==> config.mk <==
export PLATFORM = sky130hd
export DESIGN_NAME = linebuf_window_ctrl_flat
export DESIGN_NICKNAME = d
export VERILOG_FILES = /design/src/rtl/linebuf_window_ctrl_if.sv /design/src/rtl/linebuf_window_ctrl.sv /design/src/flat_wrapper.sv
export SDC_FILE = /design/constraint.sdc
export NUM_CORES = 1
export LEC_CHECK = 0
export BUFFER_PORTS_ARGS = -buffer_cell sky130_fd_sc_hd__clkbuf_2
export CAP_MARGIN = 20
export CORE_ASPECT_RATIO = 0.5
export CORE_MARGIN = 3
export CORE_UTILIZATION = 49
export DETAILED_ROUTE_END_ITERATION = 6
export MAX_ROUTING_LAYER = met4
export PLACE_DENSITY = 0.75
export SYNTH_ARGS = -nofsm -noshare
export SYNTH_HDL_FRONTEND = slang
export SYNTH_SLANG_ARGS = --single-unit
==> constraint.sdc <==
create_clock -name clk -period 2.2 [get_ports clk]
set_input_delay 0.22 -clock clk [delete_from_list [all_inputs] [get_ports clk]]
set_output_delay 0.22 -clock clk [all_outputs]
set_load 0.01 [all_outputs]
==> src/rtl/linebuf_window_ctrl_if.sv <==
// linebuf_window_ctrl_if: feature input stream, buffer-bank enables and window output stream
interface linebuf_window_ctrl_if #(
   parameter int LINE_W  = 8,
   parameter int NUM_BUF = 4
);
   localparam int CW = $clog2(LINE_W);
   localparam int BW = $clog2(NUM_BUF);
   logic               in_valid;
   logic               in_ready;
   logic [NUM_BUF-1:0] we;
   logic [CW-1:0]      waddr;
   logic               out_valid;
   logic               out_ready;
   logic [NUM_BUF-1:0] oe;
   logic [CW-1:0]      raddr;
   logic [BW-1:0]      top_buf;
   logic               frame_done;
   // feature source / MAC-array sink side
   modport master (
      output in_valid, out_ready,
      input  in_ready, we, waddr, out_valid, oe, raddr, top_buf, frame_done
   );
   // controller side
   modport slave (
      input  in_valid, out_ready,
      output in_ready, we, waddr, out_valid, oe, raddr, top_buf, frame_done
   );
endinterface

==> src/rtl/linebuf_window_ctrl.sv <==
// linebuf_window_ctrl: round-robin line-buffer writer and KERNEL_H-row window streamer with occupancy tracking
module linebuf_window_ctrl #(
   parameter int LINE_W   = 8,
   parameter int KERNEL_H = 3,
   parameter int NUM_BUF  = 4,
   parameter int IMG_H    = 16
) (
   input  logic                clk,
   input  logic                rst_n,
   linebuf_window_ctrl_if.slave bus
);
   localparam int CW = $clog2(LINE_W);
   localparam int BW = $clog2(NUM_BUF);
   localparam int OW = $clog2(NUM_BUF + 1);
   localparam int LW = $clog2(IMG_H + 1);
   typedef enum logic [1:0] {FILL, STREAM, FLUSH} state_t;
   state_t        state_q, state_d;
   logic [CW-1:0] wr_col_q, wr_col_d, rd_col_q, rd_col_d;
   logic [BW-1:0] wr_buf_q, wr_buf_d, rd_buf_q, rd_buf_d;
   logic [LW-1:0] wr_line_q, wr_line_d, rd_row_q, rd_row_d;
   logic [OW-1:0] occ_q, occ_d;
   logic          wr, rd, line_done, row_done;
   assign bus.in_ready   = (state_q != FLUSH) && (occ_q < OW'(NUM_BUF)) && (wr_line_q < LW'(IMG_H));
   assign bus.out_valid  = (state_q == STREAM) && (occ_q >= OW'(KERNEL_H));
   assign wr             = bus.in_valid && bus.in_ready && rst_n;
   assign rd             = bus.out_valid && bus.out_ready;
   assign line_done      = wr && (wr_col_q == CW'(LINE_W - 1));
   assign row_done       = rd && (rd_col_q == CW'(LINE_W - 1));
   assign bus.we         = wr ? NUM_BUF'(1) << wr_buf_q : '0;
   assign bus.waddr      = wr_col_q;
   assign bus.raddr      = rd_col_q;
   assign bus.top_buf    = rd_buf_q;
   assign bus.frame_done = state_q == FLUSH;
   for (genvar b = 0; b < NUM_BUF; b++) begin : g_oe
      assign bus.oe[b] = bus.out_valid && (((b + NUM_BUF - int'(rd_buf_q)) % NUM_BUF) < KERNEL_H);
   end
   // next-state: counters advance on handshakes; FLUSH clears the frame and drops residual lines
   always_comb begin
      state_d   = state_q;
      wr_col_d  = wr_col_q;
      wr_buf_d  = wr_buf_q;
      wr_line_d = wr_line_q;
      rd_col_d  = rd_col_q;
      rd_buf_d  = rd_buf_q;
      rd_row_d  = rd_row_q;
      occ_d     = occ_q;
      if (state_q == FLUSH) begin
         state_d   = FILL;
         wr_col_d  = '0;
         wr_buf_d  = '0;
         wr_line_d = '0;
         rd_col_d  = '0;
         rd_buf_d  = '0;
         rd_row_d  = '0;
         occ_d     = '0;
      end else begin
         if (wr) wr_col_d = line_done ? '0 : wr_col_q + 1'b1;
         if (line_done) begin
            wr_buf_d  = (wr_buf_q == BW'(NUM_BUF - 1)) ? '0 : wr_buf_q + 1'b1;
            wr_line_d = wr_line_q + 1'b1;
         end
         if (rd) rd_col_d = row_done ? '0 : rd_col_q + 1'b1;
         if (row_done) begin
            rd_buf_d = (rd_buf_q == BW'(NUM_BUF - 1)) ? '0 : rd_buf_q + 1'b1;
            rd_row_d = rd_row_q + 1'b1;
         end
         occ_d = occ_q + OW'(line_done) - OW'(row_done);
         if (state_q == FILL && occ_q >= OW'(KERNEL_H)) state_d = STREAM;
         if (row_done && rd_row_q == LW'(IMG_H - KERNEL_H)) state_d = FLUSH;
      end
   end
   // state registers with synchronous active-low reset
   always_ff @(posedge clk) begin
      if (!rst_n) begin
         state_q   <= FILL;
         wr_col_q  <= '0;
         wr_buf_q  <= '0;
         wr_line_q <= '0;
         rd_col_q  <= '0;
         rd_buf_q  <= '0;
         rd_row_q  <= '0;
         occ_q     <= '0;
      end else begin
         state_q   <= state_d;
         wr_col_q  <= wr_col_d;
         wr_buf_q  <= wr_buf_d;
         wr_line_q <= wr_line_d;
         rd_col_q  <= rd_col_d;
         rd_buf_q  <= rd_buf_d;
         rd_row_q  <= rd_row_d;
         occ_q     <= occ_d;
      end
   end
endmodule

==> src/flat_wrapper.sv <==
// flat-port wrapper written by rule: the top's interface ports become plain ports
module linebuf_window_ctrl_flat 
#(
   parameter int LINE_W   = 8,
   parameter int KERNEL_H = 3,
   parameter int NUM_BUF  = 4,
   parameter int IMG_H    = 16
)
  (clk, rst_n, bus_in_valid, bus_out_ready, bus_in_ready, bus_we, bus_waddr, bus_out_valid, bus_oe, bus_raddr, bus_top_buf, bus_frame_done);
  linebuf_window_ctrl_if #(.LINE_W(LINE_W), .NUM_BUF(NUM_BUF)) bus_i ();
  input  logic clk;
  input  logic rst_n;
  input wire logic [$bits(bus_i.in_valid)-1:0] bus_in_valid;
  input wire logic [$bits(bus_i.out_ready)-1:0] bus_out_ready;
  output wire logic [$bits(bus_i.in_ready)-1:0] bus_in_ready;
  output wire logic [$bits(bus_i.we)-1:0] bus_we;
  output wire logic [$bits(bus_i.waddr)-1:0] bus_waddr;
  output wire logic [$bits(bus_i.out_valid)-1:0] bus_out_valid;
  output wire logic [$bits(bus_i.oe)-1:0] bus_oe;
  output wire logic [$bits(bus_i.raddr)-1:0] bus_raddr;
  output wire logic [$bits(bus_i.top_buf)-1:0] bus_top_buf;
  output wire logic [$bits(bus_i.frame_done)-1:0] bus_frame_done;
  assign bus_i.in_valid = bus_in_valid;
  assign bus_i.out_ready = bus_out_ready;
  assign bus_in_ready = bus_i.in_ready;
  assign bus_we = bus_i.we;
  assign bus_waddr = bus_i.waddr;
  assign bus_out_valid = bus_i.out_valid;
  assign bus_oe = bus_i.oe;
  assign bus_raddr = bus_i.raddr;
  assign bus_top_buf = bus_i.top_buf;
  assign bus_frame_done = bus_i.frame_done;
  linebuf_window_ctrl #(.LINE_W(LINE_W), .KERNEL_H(KERNEL_H), .NUM_BUF(NUM_BUF), .IMG_H(IMG_H)) u_core (.clk(clk), .rst_n(rst_n), .bus(bus_i));
endmodule
Yosys cells after proc, flatten, opt, wreduce, memory -nomap -nowiden
Cells that the tools add are included.

Flip-flop bits (word level): 25. Bits of input ports: 4. Output and inout bits: 19. Logic and storage cells: 71.

Add/sub/neg operators: 12. Order comparisons: 7. Equal/unequal tests: 8. Shifts and indexed selects: 1. Multiplexer cells: 7. Bitwise operators: 5. Reduce and logical (&&, ||, !) cells: 22.

Operators with widths (count): $sub 3x2->4 const A (4); $lt 3x3->1 const B (5); $logic_and 1x1->1 (14); $add 5x1->5 const B (2); $reduce_or 2->1 (5); $mux 2 (4); $add 3x1->3 const B (2); $eq 2x2->1 const B (3); $eq 3x3->1 const B (2); $mux 3 (2); $eq 5x4->1 const B (1); $lt 5x5->1 const B (1); $add 2x1->2 const B (2); $and 1x1->1 (4); $mux 4 (1); $shl 1x2->4 const A (1); $add 3x1->3 (1); $ge 3x2->1 const B (1); $reduce_or 3->1 (1); $sub 3x1->3 (1); $eq 2x1->1 const B (1); $logic_not 2->1 (1); $ne 2x2->1 const B (1); $reduce_bool 2->1 (1); $not 1->1 (1).

Longest topological paths before layout
Gate-level depths: netlist (run 1).

Depth in word-level cells: 8. Depth in mapped cells: 13. Gate-level depth less buffers: 11.

Worst setup path after synthesis (run 1)
OpenSTA, ideal clock, no wires.

Path kind: flip-flop to flip-flop. Start: reg u_core.rd_col_q[0] (netlist: u_core.bus.raddr[0]). End: reg u_core.occ_q[2]. Setup time: 0.117 ns. Arrival time: 2.312 ns. Data required time: 2.083 ns. Path slack: -0.229 ns. Cell stages (with the launch flop): 13. Buffers on the path: 1. Period minus slack after synthesis: 2.429 ns. Cell sequence: dfxtp_1 ha_1 ha_1 and4b_1 o21ai_1 buf_2 inv_1 ha_1 inv_1 ha_1 fa_1 xnor2_1 nor2_1.

Cells in the longest elaborated chain, start to end: 3.

Ends and longest elaborated chain: from (decl) (RTL line linebuf_window_ctrl.sv:18) `logic [CW-1:0] wr_col_q, wr_col_d, rd_col_q, rd_col_d;`; from (signal assigned) (RTL line linebuf_window_ctrl.sv:88) `rd_col_q <= rd_col_d;`; $eq 3x3->1 (RTL line linebuf_window_ctrl.sv:28) `assign row_done = rd && (rd_col_q == CW'(LINE_W - 1));`; $logic_and 1x1->1 (RTL line linebuf_window_ctrl.sv:28); named net u_core.row_done (RTL line linebuf_window_ctrl.sv:22) `logic wr, rd, line_done, row_done;`; $sub 3x1->3 (RTL line linebuf_window_ctrl.sv:67) `occ_d = occ_q + OW'(line_done) - OW'(row_done);`; to (signal assigned) (RTL line linebuf_window_ctrl.sv:82) `occ_q <= '0;`; to (signal assigned) (RTL line linebuf_window_ctrl.sv:91) `occ_q <= occ_d;`; to (decl) (RTL line linebuf_window_ctrl.sv:21) `logic [OW-1:0] occ_q, occ_d;`.

The timed path passes the listed nets, and every way through them passes these cells. A chain may end at the register's enable or synchronous reset.

Worst setup path in the final report (run 1)
Start: reg u_core.rd_col_q[0] (netlist: u_core.bus.raddr[0]). End: reg u_core.occ_q[1].

Same word-level chain as after synthesis.

==> impl_results.rst, run 1 <==
.. list-table::
   :header-rows: 1

   * - Metric
     - Value
   * - Outcome
     - finished clean
   * - Chain of cells forming the critical path
     - ha_2 -> ha_2 -> and4b_1 -> o21ai_2 -> inv_2 -> ha_4 -> inv_2 -> ha_4 -> fa_2 -> and2_1
   * - Last weighted congestion value of the routability-driven placer
     - 0.716
   * - Depth of the critical timing path with buffers and inverters included
     - 10
   * - Largest stage delay on the critical path
     - 510 ps
   * - Period minus WS final
     - 2120 ps
   * - Top cells by area, synth
     - dfxtp_1 37%, ha_1 18%, a21oi_1 4.4%
   * - Die Y
     - 43.2 microns
   * - Largest net degree at the start of global routing
     - 21
   * - Sequential share of the synthesized area
     - 37.0%
   * - Launching point of the worst reg2reg path
     - u_core.bus.raddr[0]
   * - Via density
     - 5.18
   * - Sequential share of power
     - 59.7%
   * - Layout-stage area growth over the synthesis result
     - 19.8%
   * - Final-report max-slew violation count
     - 0
   * - Post-CTS Hold Buffers
     - 0
   * - Critical path capture point type
     - flop
   * - Slowest cell on the critical path
     - fa_2
   * - Violation count after the first detailed-route iteration
     - 51
   * - Leak
     - 0.718 nW
   * - Most numerous cell types in the synthesized netlist
     - 25 x dfxtp_1, 19 x ha_1, 15 x nor2_1
   * - Global-route wire length before repair
     - 4130 microns
   * - Clock latency of the later-clocked register in the worst-skew pair
     - 270 ps
   * - Number of storage elements in the synthesis netlist
     - 25
   * - Psw
     - 0.000169 W
   * - Share of cells above drive strength 1
     - 25.8%
   * - Family with the most delay on the worst path
     - adder cells
   * - Horizontal extent of the die
     - 80.3 microns
   * - Average wire length per cell after detail routing
     - 11.7 microns
   * - Most frequently used cell type in the post-synthesis netlist
     - dfxtp_1
   * - Vias in the first global route
     - 932
   * - Nets in the synthesized netlist
     - 179
   * - WP data required
     - 2420 ps
   * - Clock skew after layout
     - 5.76 ps
   * - Predominant post-synthesis flop cell
     - dfxtp_1
   * - Final critical-path share of the clock period
     - 96.5%
   * - DP Area
     - 0.00156 sq mm
   * - Beginning of the critical path
     - u_core.bus.raddr[0]
   * - Area of the die
     - 0.00346 sq mm
   * - Leading area contributor after synthesis
     - dfxtp_1
   * - Total inserted antenna cells
     - 0
   * - Critical path launch point type
     - flop
   * - Total non-filler cell area in the finished layout
     - 0.00162 sq mm
   * - R2R depth
     - 10
   * - Post-Syn Area per Cell
     - 8.73 sq um
   * - Maximum clock frequency
     - 0.471 GHz
   * - Switching fraction of total power
     - 22.1%
   * - GRT Residual Overflow
     - 0
   * - CP Capture Point
     - u_core.occ_q[1]
   * - Filler-free cell count of the finished design
     - 217
   * - Transition time of the tightest slew-check pin
     - 827 ps
   * - Instance count of the mapped netlist
     - 155
   * - Estimated wirelength of the detail-placed design
     - 1860 microns
   * - H-Tree Level Count
     - 1
   * - Area share of the leading cell type in the synthesized netlist
     - 37.0%
   * - Relative contribution of the clock network to total power
     - 35.9%
   * - Vias after detailed routing
     - 1124
   * - Pre-CTS setup slack
     - -11.0 ps
   * - Final Hold Vio Count
     - 0
   * - Total routed wirelength
     - 2540 microns
   * - Antenna violations before repair
     - 0
   * - Clock-pin transition on the worst setup and hold timing paths
     - 90 ps
   * - 1st-pass router iterations
     - 4
   * - Critical path data arrival time
     - 2340 ps
   * - Clock tree from TritonCTS
     - yes
   * - Internal power component
     - 0.000597 W
   * - Number of cells in the design after placement
     - 212
   * - DRC Markers
     - 0
   * - Final layout net count
     - 207
   * - Max Root-Sink Buffers
     - 2
   * - R2r endpoint
     - u_core.occ_q[1]
   * - Worst slew slack as a fraction of its limit
     - 44.8%
   * - Setup TNS after final layout
     - 0 ps
   * - Core Area
     - 0.00242 sq mm
   * - Number of buffer cells added on primary ports
     - 22
   * - Clock Tree Root
     - clkbuf_8
   * - Standard-cell rows
     - 12
   * - Count of clock tree sinks
     - 25
   * - Number of enable-type register cells in the synthesized netlist
     - 0
   * - Finish-stage setup viols
     - 0
   * - Total clock buffers created by CTS
     - 3
   * - Register-to-register path setup slack
     - 80 ps
   * - RSZ-0062 raised after global routing
     - no
   * - Largest fanout of any net on the critical path
     - 3
   * - Initial core utilization
     - 56.0%
   * - Pwr/cell area
     - 473 mW/mm^2
   * - Least setup slack across all paths after layout
     - 76.0 ps
   * - Final antenna-violating net count
     - 0
   * - Synth Cell Area
     - 0.00135 sq mm
   * - Class of the worst hold path
     - input port to flop
   * - Crit path buf inv count
     - 2
   * - Count of boundary I/O pins
     - 23
   * - Max-Cap Viols
     - 0
   * - Yosys warns
     - 0
   * - Cell variety after synth
     - 30
   * - Start-to-end type of the worst setup path
     - flop to flop
   * - Maximum vdd drop
     - 0.342 mV
   * - Logic pwr share
     - 4.4%
   * - FFs w/ async S/R, synth
     - 0%
   * - GRT Overall Usage
     - 15.8%
[flip-flops by register name, indices dropped and copies added (netlist names)]
| signal | count |
|---|---|
| u_core.occ_q | 3 |
| u_core.bus.waddr | 3 |
| u_core.wr_buf_q | 2 |
| u_core.wr_line_q | 5 |
| u_core.rd_row_q | 5 |
| u_core.state_q | 2 |
| u_core.bus.raddr | 3 |
| u_core.bus.top_buf | 2 |
[per-stage QoR]
stage	total power [W]	hold slack (ps)	util (%)
2_1_floorplan	0.000489	407	-
3_3_place_gp	0.000501	457	64.6
3_5_place_dp	0.000502	467	64.6
4_1_cts	0.000773	383	66.6
5_1_grt	0.000790	448	67.0
6_report	0.000767	380	67.0
[cell families (layout without fill, tap and decap cells)]
group                      after synthesis  in the layout  synth area share (%)
AOI/OAI and AO/OA                       25             25                  10.5
xor gates and xnor gates                 5              5                  3.24
adders and majority gates               20             20                  19.1
buffers and inverters                   19             46                  6.29
DFF                                     25             25                  37.0
and+or+nand+nor                         61             61                  24.0
[worst reg2reg max path, delay by kind of cell, from the launching register on]
kind	cells	cell delay (ps)
adders and majority gates	5	1270
DFF	1	330
and+or+nand+nor	2	310
buffers and inverters	2	100
AOI/OAI and AO/OA	1	80
[cell usage in the layout, fill, tap and decap left out, drive strengths merged, types with 2 or more instances in the layout]
| master | instances |
|---|---|
| xor2 | 4 |
| clkbuf | 26 |
| nand3 | 9 |
| dfxtp | 25 |
| ha | 19 |
| a21oi | 12 |
| nand2 | 11 |
| nor2 | 15 |
| o211ai | 2 |
| nor3 | 5 |
| nor2b | 3 |
| and2 | 2 |
| buf | 7 |
| inv | 13 |
| and3 | 4 |
| o21ai | 7 |
| or3b | 2 |
| o21a | 2 |
| or3 | 5 |
[power groups by stage]
stage | Combinational, W | Clock (W) | Sequential [W]
floorplan | 0.0000197 | 0 | 0.000469
finish | 0.0000336 | 0.000275 | 0.000458
global route | 0.0000370 | 0.000295 | 0.000458
CTS | 0.0000337 | 0.000281 | 0.000458
global placement | 0.0000327 | 0 | 0.000468
detailed placement | 0.0000335 | 0 | 0.000468
[what timing repair did]
action                     4_1_cts  5_1_grt
buffers inserted                 0        1
resized for setup                1        2
pin swaps                        1        0
setup endpoints to repair        1        1
[area by class of cell]
cell class	instances	area [sq um]
multi-input combinational	111	816
fill	207	797
sequential	25	504
timing repair buffer	29	163
inverter	13	48.8
clock buffer	4	45.0
tap	35	43.8
[per-layer routing]
| metal | global-route usage (%) | part of all wire [%] |
|---|---|---|
| met5 | - | 0 |
| met4 | 3.03 | 0.67 |
| met3 | 4.45 | 4.2 |
| met2 | 25.3 | 45 |
| met1 | 20.0 | 50 |
[worst min path at each step]
| stage | cells after the start | startpoint | endpoint | slack (ps) |
|---|---|---|---|---|
| global placement | 2 | u_core.bus.raddr[0] | u_core.bus.raddr[0] | 460 |
| detailed placement | 2 | u_core.bus.waddr[2] | u_core.bus.waddr[2] | 470 |
| global route | 4 | bus_in_valid | u_core.bus.waddr[2] | 450 |
| CTS | 3 | bus_out_ready | u_core.bus.raddr[1] | 380 |
| floorplan | 2 | rst_n | u_core.rd_row_q[1] | 410 |
| finish | 3 | bus_out_ready | u_core.bus.raddr[1] | 380 |
(Power assumes the default switching activity.)
==> run 2, diff against run 1 <==
--- a/config.mk
+++ b/config.mk
@@ -13,6 +13,7 @@
 export DETAILED_ROUTE_END_ITERATION = 6
 export MAX_ROUTING_LAYER = met4
 export PLACE_DENSITY = 0.75
+export SETUP_SLACK_MARGIN = 0.15
 export SYNTH_ARGS = -nofsm -noshare
 export SYNTH_HDL_FRONTEND = slang
 export SYNTH_SLANG_ARGS = --single-unit
==> run 2 against run 1 <==
  * Final area increased by 3.4%
  * Critical path depth unchanged
  * First-iteration DRC count increased by 16%
  * Hold slack got worse by 8.1 ps
  * Fmax increased by 1.8%
  * Critical path type unchanged
  * Power about the same
  * Clock skew about the same
==> impl_results.rst, run 2 (same netlist as run 1, synthesis figures left out) <==
.. list-table::
   :header-rows: 1

   * - Metric
     - Value
   * - Highest-count cells in the layout ignoring fill and taps
     - 22 x clkbuf_2, 22 x dfxtp_1, 15 x nor2_1, 14 x ha_1, 12 x a21oi_1
   * - Clock Tree Root
     - clkbuf_8
   * - Clock tree from TritonCTS
     - yes
   * - Die Y
     - 43.2 microns (unchanged)
   * - Total routed wirelength
     - 2700 microns (+6.4%)
   * - Chain of cells forming the critical path
     - ha_4 -> ha_4 -> and4b_1 -> o21ai_2 -> inv_2 -> ha_4 -> inv_2 -> ha_4 -> fa_2 -> and2_1
   * - Start-to-end type of the worst setup path
     - flop to flop
   * - Clock skew after layout
     - 5.39 ps (-0.370 ps)
   * - Register-to-register path setup slack
     - 110 ps (+40 ps)
   * - Average wire length per cell after detail routing
     - 12.2 microns (+4.5%)
   * - Regs by FF count
     - u_core.rd_row_q (5), u_core.wr_line_q (5)
   * - Estimated wirelength of the detail-placed design
     - 1860 microns (unchanged)
   * - R2R depth
     - 10 (unchanged)
   * - Capture endpoint of the worst hold path
     - u_core.bus.raddr[1]
   * - Logic pwr share
     - 4.5% (about the same)
   * - Total inserted antenna cells
     - 0 (unchanged)
   * - H-Tree Level Count
     - 1 (unchanged)
   * - Filler-free cell count of the finished design
     - 221 (+1.8%)
   * - Pre-CTS setup slack
     - -11.0 ps (unchanged)
   * - Total clock buffers created by CTS
     - 3 (unchanged)
   * - Violation count after the first detailed-route iteration
     - 59 (+16%)
   * - Critical path data arrival time
     - 2310 ps (-30 ps)
   * - Layout-stage area growth over the synthesis result
     - 23.9%
   * - Largest net degree at the start of global routing
     - 21 (unchanged)
   * - Launching point of the worst reg2reg path
     - u_core.bus.raddr[1]
   * - Critical path launch point type
     - flop
   * - Outcome
     - finished clean
   * - Clock latency of the later-clocked register in the worst-skew pair
     - 270 ps (about the same)
   * - Global-route wire length before repair
     - 4340 microns (+5.2%)
   * - Relative contribution of the clock network to total power
     - 36.0% (about the same)
   * - Final layout net count
     - 211 (+1.9%)
   * - Horizontal extent of the die
     - 80.3 microns (unchanged)
   * - Area of the die
     - 0.00346 sq mm (unchanged)
   * - DP Area
     - 0.00156 sq mm (unchanged)
   * - Hold Path Origin
     - bus_out_ready
   * - GRT Overall Usage
     - 16.6% (+0.83 points)
   * - Final Hold Vio Count
     - 0 (unchanged)
   * - Worst slew slack as a fraction of its limit
     - 67.1% (+22 points)
   * - Count of fill cells added during filler insertion
     - 201 (-2.9%)
   * - Total non-filler cell area in the finished layout
     - 0.00168 sq mm (+3.4%)
   * - Period minus WS final
     - 2090 ps (-38.0 ps)
   * - Standard-cell rows
     - 12 (unchanged)
   * - RSZ-0062 raised after global routing
     - yes
   * - Vias in the first global route
     - 975 (+4.6%)
   * - Count of clock tree sinks
     - 25 (unchanged)
   * - Worst Hold Margin
     - 372 ps (-8.13 ps)
   * - Antenna violations before repair
     - 0 (unchanged)
   * - Crit path buf inv count
     - 2 (unchanged)
   * - Switching fraction of total power
     - 22.2% (+0.16 points)
   * - Core occupancy in the finished layout
     - 69.3% (+2.3 points)
   * - Max Root-Sink Buffers
     - 2 (unchanged)
   * - Critical path capture point type
     - flop
   * - R2r endpoint
     - u_core.occ_q[1]
   * - WP data required
     - 2420 ps (about the same)
   * - Core Area
     - 0.00242 sq mm (unchanged)
   * - Cell mode on critical path
     - ha_4
   * - DRC Markers
     - 0 (unchanged)
   * - Last weighted congestion value of the routability-driven placer
     - 0.716 (unchanged)
   * - Final critical-path share of the clock period
     - 94.8% (-1.7 points)
   * - 1st-pass router iterations
     - 4 (unchanged)
   * - Leak
     - 0.742 nW (+3.3%)
   * - Count of boundary I/O pins
     - 23 (unchanged)
   * - Number of cells on the worst hold path
     - 3 (unchanged)
   * - Class of the worst hold path
     - input port to flop
   * - Family with the most delay on the worst path
     - adder cells
   * - Via density
     - 5.13 (-0.94%)
   * - Final antenna-violating net count
     - 0 (unchanged)
   * - Area of the multi-input gates
     - 838 sq um (+2.8%)
   * - Final-report max-slew violation count
     - 0 (unchanged)
   * - Number of buffer cells added on primary ports
     - 22 (unchanged)
   * - Max-Cap Viols
     - 0 (unchanged)
   * - Largest fanout of any net on the critical path
     - 2 (-1)
   * - Sequential share of power
     - 59.5% (-0.2 points)
   * - Slowest cell on the critical path
     - fa_2
   * - GRT Residual Overflow
     - 0 (unchanged)
   * - Internal power component
     - 0.000596 W (-0.15%)
   * - FF+latch area
     - 507 sq um (+0.50%)
   * - Transition time of the tightest slew-check pin
     - 492 ps (-335 ps)
   * - Maximum vdd drop
     - 0.343 mV (+0.25%)
   * - Depth of the critical timing path with buffers and inverters included
     - 10 (unchanged)
   * - Share of cells above drive strength 1
     - 28.0% (+2.1 points)
   * - Largest stage delay on the critical path
     - 500 ps (about the same)
   * - Vias after detailed routing
     - 1134 (+0.89%)
   * - Psw
     - 0.000171 W (+0.80%)
   * - Post-CTS Hold Buffers
     - 0 (unchanged)
   * - Least setup slack across all paths after layout
     - 114 ps (+38.0 ps)
   * - Finish-stage setup viols
     - 0 (unchanged)
   * - Pwr/cell area
     - 458 mW/mm^2 (-3.2%)
   * - Initial core utilization
     - 56.0% (unchanged)
   * - Clock-pin transition on the worst setup and hold timing paths
     - 90 ps (about the same)
   * - Maximum clock frequency
     - 0.479 GHz (+1.8%)
   * - Number of cells in the design after placement
     - 212 (unchanged)
-- run 2: changes by cell type in the layout (fill, tap and decap cells not counted) --
cell,delta
dfxtp_4,+1
dfxtp_2,-1
nor2b_2,+1
buf_4,+4
ha_4,+2
nor2b_1,-1
ha_2,-2
-- run 2: per-stage QoR --
step                TNS [ps]  power [W]
floorplan               -143   0.000489
global placement           0   0.000501
detailed placement     -11.0   0.000502
CTS                        0   0.000773
global route               0   0.000789
finish                     0   0.000767
-- run 2: worst max-delay path by stage --
stage,startpoint,end,slack [ps]
2_1_floorplan,u_core.occ_q[2],u_core.occ_q[1],-90
3_3_place_gp,u_core.bus.raddr[0],u_core.occ_q[1],40
3_5_place_dp,u_core.bus.raddr[0],u_core.occ_q[1],-10
4_1_cts,u_core.bus.raddr[1],u_core.occ_q[1],120
5_1_grt,u_core.bus.raddr[1],u_core.occ_q[1],60
6_report,u_core.bus.raddr[1],u_core.occ_q[1],110
-- run 2: timing repair --
action | 4_1_cts | 5_1_grt
pin swaps | 4 | 2
gates resized for setup | 6 | 1
setup endpoints to repair | 4 | 2
setup buffers | 3 | 2
-- run 2: power by group through the flow --
stage          Sequential [W]  Combinational (W)  Clock (W)
6_report             0.000456          0.0000343   0.000276
3_3_place_gp         0.000468          0.0000327          0
3_5_place_dp         0.000468          0.0000335          0
4_1_cts              0.000458          0.0000340   0.000281
5_1_grt              0.000457          0.0000375   0.000295
2_1_floorplan        0.000469          0.0000197          0
-- run 2: final cells by class --
type | instances | share of cell area [%]
Timing Repair Buffer | 33 | 11.5
Tap cell | 35 | 2.61
Sequential cell | 25 | 30.2
Clock buffer | 4 | 2.69
Inverter | 13 | 2.91
Multi-Input combinational cell | 111 | 50.0
-- run 2: tightest hold or removal path, cell delays in order --
cell,delay (ps)
clkbuf_2,90
o211ai_1,190
o21ai_0,110
-- run 2: per-layer routing --
metal / up-vias / part of all wire [%] / GRT usage [%]
li1: 586 / - / -
met1: 522 / 48 / 20.5
met2: 23 / 47 / 27.6
met3: 3 / 4.6 / 4.45
met4: 0 / 0.70 / 3.03
met5: - / 0 / -
==> run 3, diff against run 2 <==
--- a/config.mk
+++ b/config.mk
@@ -9,10 +9,10 @@
 export CAP_MARGIN = 20
 export CORE_ASPECT_RATIO = 0.5
 export CORE_MARGIN = 3
-export CORE_UTILIZATION = 49
+export CORE_UTILIZATION = 30
 export DETAILED_ROUTE_END_ITERATION = 6
 export MAX_ROUTING_LAYER = met4
-export PLACE_DENSITY = 0.75
+export PLACE_DENSITY = 0.51
 export SETUP_SLACK_MARGIN = 0.15
 export SYNTH_ARGS = -nofsm -noshare
 export SYNTH_HDL_FRONTEND = slang
==> run 3 against run 2 <==
  * Register-to-register slack better by 30 ps
  * Cell count is 9.5% higher
  * Hold slack gained 33 ps
  * Fmax is 1.3% higher
  * Wire length rose by 0.19%
  * Sequential cell count unchanged
  * Critical path depth did not move
  * Clock power is 1% higher
  * Power grew 0.53%
  * Critical path type unchanged
==> impl_results.rst, run 3 (same netlist as run 1, synthesis figures left out) <==
.. list-table::
   :header-rows: 1

   * - Metric
     - Value
   * - Outcome
     - finished clean
   * - Final Hold Vio Count
     - 0 (unchanged)
   * - Internal power component
     - 0.000596 W (-0.14%)
   * - H-Tree Level Count
     - 1 (unchanged)
   * - Clock tree from TritonCTS
     - yes
   * - Largest net degree at the start of global routing
     - 21 (unchanged)
   * - Maximum vdd drop
     - 0.182 mV (-47%)
   * - Vias after detailed routing
     - 1129 (-0.44%)
   * - Estimated wirelength of the detail-placed design
     - 1960 microns (+5.2%)
   * - Relative contribution of the clock network to total power
     - 36.3% (+0.3 points)
   * - Total routed wirelength
     - 2700 microns (+0.19%)
   * - Transition time of the tightest slew-check pin
     - 425 ps (-66.4 ps)
   * - Psw
     - 0.000175 W (+2.9%)
   * - Count of fill cells added during filler insertion
     - 425 (+110%)
   * - Sequential share of power
     - 59.3% (-0.2 points)
   * - Family with the most delay on the worst path
     - adder cells
   * - 1st-pass router iterations
     - 4 (unchanged)
   * - Global-route track usage on met1
     - 11.6% (-9.0 points)
   * - Clock latency of the later-clocked register in the worst-skew pair
     - 270 ps (about the same)
   * - Max-Cap Viols
     - 0 (unchanged)
   * - DRC Markers
     - 0 (unchanged)
   * - Core Area
     - 0.00410 sq mm (+70%)
   * - Share of cells above drive strength 1
     - 28.7% (+0.77 points)
   * - Largest stage delay on the critical path
     - 500 ps (about the same)
   * - Clock Tree Root
     - clkbuf_8
   * - Antenna violations before repair
     - 0 (unchanged)
   * - Count of boundary I/O pins
     - 23 (unchanged)
   * - FF+latch area
     - 504 sq um (-0.49%)
   * - Layout-stage area growth over the synthesis result
     - 26.5%
   * - Count of clock tree sinks
     - 25 (unchanged)
   * - GRT Overall Usage
     - 11.2% (-5.4 points)
   * - Die Y
     - 53.5 microns (+24%)
   * - Met2 GRT Util
     - 21.4% (-6.3 points)
   * - Worst slew slack as a fraction of its limit
     - 71.5% (+4.5 points)
   * - Crit path buf inv count
     - 2 (unchanged)
   * - RSZ-0062 raised after global routing
     - yes
   * - Violation count after the first detailed-route iteration
     - 11 (-81%)
   * - Standard-cell rows
     - 16 (+4)
   * - Global-route wire length before repair
     - 4570 microns (+5.4%)
   * - Total clock buffers created by CTS
     - 3 (unchanged)
   * - Cell mode on critical path
     - ha_4
   * - Grt peak-use layer
     - met2
   * - WP data required
     - 2420 ps (about the same)
   * - Period minus WS final
     - 2060 ps (-27.8 ps)
   * - Number of cells in the design after placement
     - 233 (+9.9%)
   * - Total power draw
     - 0.000771 W (+0.53%)
   * - GRT Residual Overflow
     - 0 (unchanged)
   * - Filler-free cell count of the finished design
     - 242 (+9.5%)
   * - Chain of cells forming the critical path
     - ha_4 -> ha_4 -> and4b_1 -> o21ai_2 -> inv_2 -> ha_4 -> inv_2 -> ha_4 -> fa_2 -> and2_1
   * - Critical path capture point type
     - flop
   * - Clock-pin transition on the worst setup and hold timing paths
     - 90 ps (about the same)
   * - Last weighted congestion value of the routability-driven placer
     - 0.722 (+0.81%)
   * - Area of the die
     - 0.00540 sq mm (+56%)
   * - Finish-stage setup viols
     - 0 (unchanged)
   * - Initial core utilization
     - 33.0% (-23 points)
   * - Leak
     - 0.754 nW (+1.6%)
   * - Switching fraction of total power
     - 22.8% (+0.52 points)
   * - Pwr/cell area
     - 451 mW/mm^2 (-1.5%)
   * - Logic pwr share
     - 4.4% (about the same)
   * - Average wire length per cell after detail routing
     - 11.2 microns (-8.5%)
   * - Final-report max-slew violation count
     - 0 (unchanged)
   * - Start-to-end type of the worst setup path
     - flop to flop
   * - Post-CTS Hold Buffers
     - 0 (unchanged)
   * - Vias in the first global route
     - 1074 (+10%)
   * - Horizontal extent of the die
     - 101 microns (+26%)
   * - Number of buffer cells added on primary ports
     - 22 (unchanged)
   * - Class of the worst hold path
     - input port to flop
   * - Final antenna-violating net count
     - 0 (unchanged)
   * - Max Root-Sink Buffers
     - 2 (unchanged)
   * - Regs by FF count
     - u_core.rd_row_q (5), u_core.wr_line_q (5)
   * - Clock skew after layout
     - 3.78 ps (-1.61 ps)
   * - Slowest cell on the critical path
     - fa_2
   * - Via density
     - 4.67 (-9.1%)
   * - Highest-count cells in the layout ignoring fill and taps
     - 22 x clkbuf_2, 22 x dfxtp_1, 15 x nor2_1, 14 x ha_1, 13 x buf_4
   * - Maximum clock frequency
     - 0.486 GHz (+1.3%)
   * - Total inserted antenna cells
     - 0 (unchanged)
   * - Largest fanout of any net on the critical path
     - 2 (unchanged)
   * - Area of the multi-input gates
     - 836 sq um (-0.30%)
   * - Critical path data arrival time
     - 2280 ps (-30 ps)
   * - Critical path launch point type
     - flop
   * - Global-route track usage on met3
     - 3.16% (-1.3 points)
   * - Final critical-path share of the clock period
     - 93.6% (-1.3 points)
   * - Final layout net count
     - 213 (+0.95%)
## run 3: cell types whose count changed in the layout (fill, tap and decap cells not counted), sizes merged
cell	delta
clkinv	+1
clkbuf	-1
buf	+2
## run 3: layer usage
layer	vias up	part of all wire, %
met2	12	49
met4	0	0.78
li1	589	-
met5	-	0
met1	524	47
met3	4	3.1
## run 3: power by group through the flow
stage	sequential [W]	combinational (W)	clock, W
3_5_place_dp	0.000468	0.0000351	0
3_3_place_gp	0.000468	0.0000347	0
5_1_grt	0.000459	0.0000389	0.000309
2_1_floorplan	0.000469	0.0000197	0
4_1_cts	0.000458	0.0000353	0.000292
6_report	0.000457	0.0000341	0.000280
## run 3: final timing paths
| check | from | end | slack [ps] | cells past startpoint |
|---|---|---|---|---|
| setup / recovery | u_core.bus.raddr[1] | u_core.occ_q[1] | 140 | 10 |
| hold / removal | bus_out_ready | u_core.bus.raddr[1] | 400 | 3 |
| setup reg to reg | u_core.bus.raddr[1] | u_core.occ_q[1] | 140 | 10 |
| hold reg to reg | u_core.bus.waddr[2] | u_core.bus.waddr[2] | 480 | 2 |
## run 3: area by class of cell
cell class / instances / share of cell area [%]
Inverter: 13 / 2.85
Clock inverter: 1 / 0.293
Tap cell: 54 / 3.95
Clock buffer: 3 / 2.41
Sequential cell: 25 / 29.5
Multi-Input combinational cell: 111 / 48.9
Timing Repair Buffer: 35 / 12.1
## run 3: through the flow
step | area (sq um) | hold slack [ps] | worst slack [ps] | util [%] | setup TNS, ps
4_1_cts | 1700 | 395 | 138 | 41.5 | 0
5_1_grt | 1710 | 417 | 68.9 | 41.7 | 0
6_report | 1710 | 405 | 142 | 41.7 | 0
3_5_place_dp | 1600 | 466 | 23.2 | 39.0 | 0
2_1_floorplan | 1410 | 407 | -91.6 | - | -143
3_3_place_gp | 1600 | 459 | 45.8 | 39.0 | 0
## run 3: worst min-delay path, cell delays in order
cell      delay [ps]
clkbuf_2         100
o211ai_1         200
o21ai_0          120
## run 3: timing repair
action	in CTS	in global routing
pin swaps	5	0
resized for setup	5	0
endpoints found under the setup margin	2	2
setup buffers	4	1
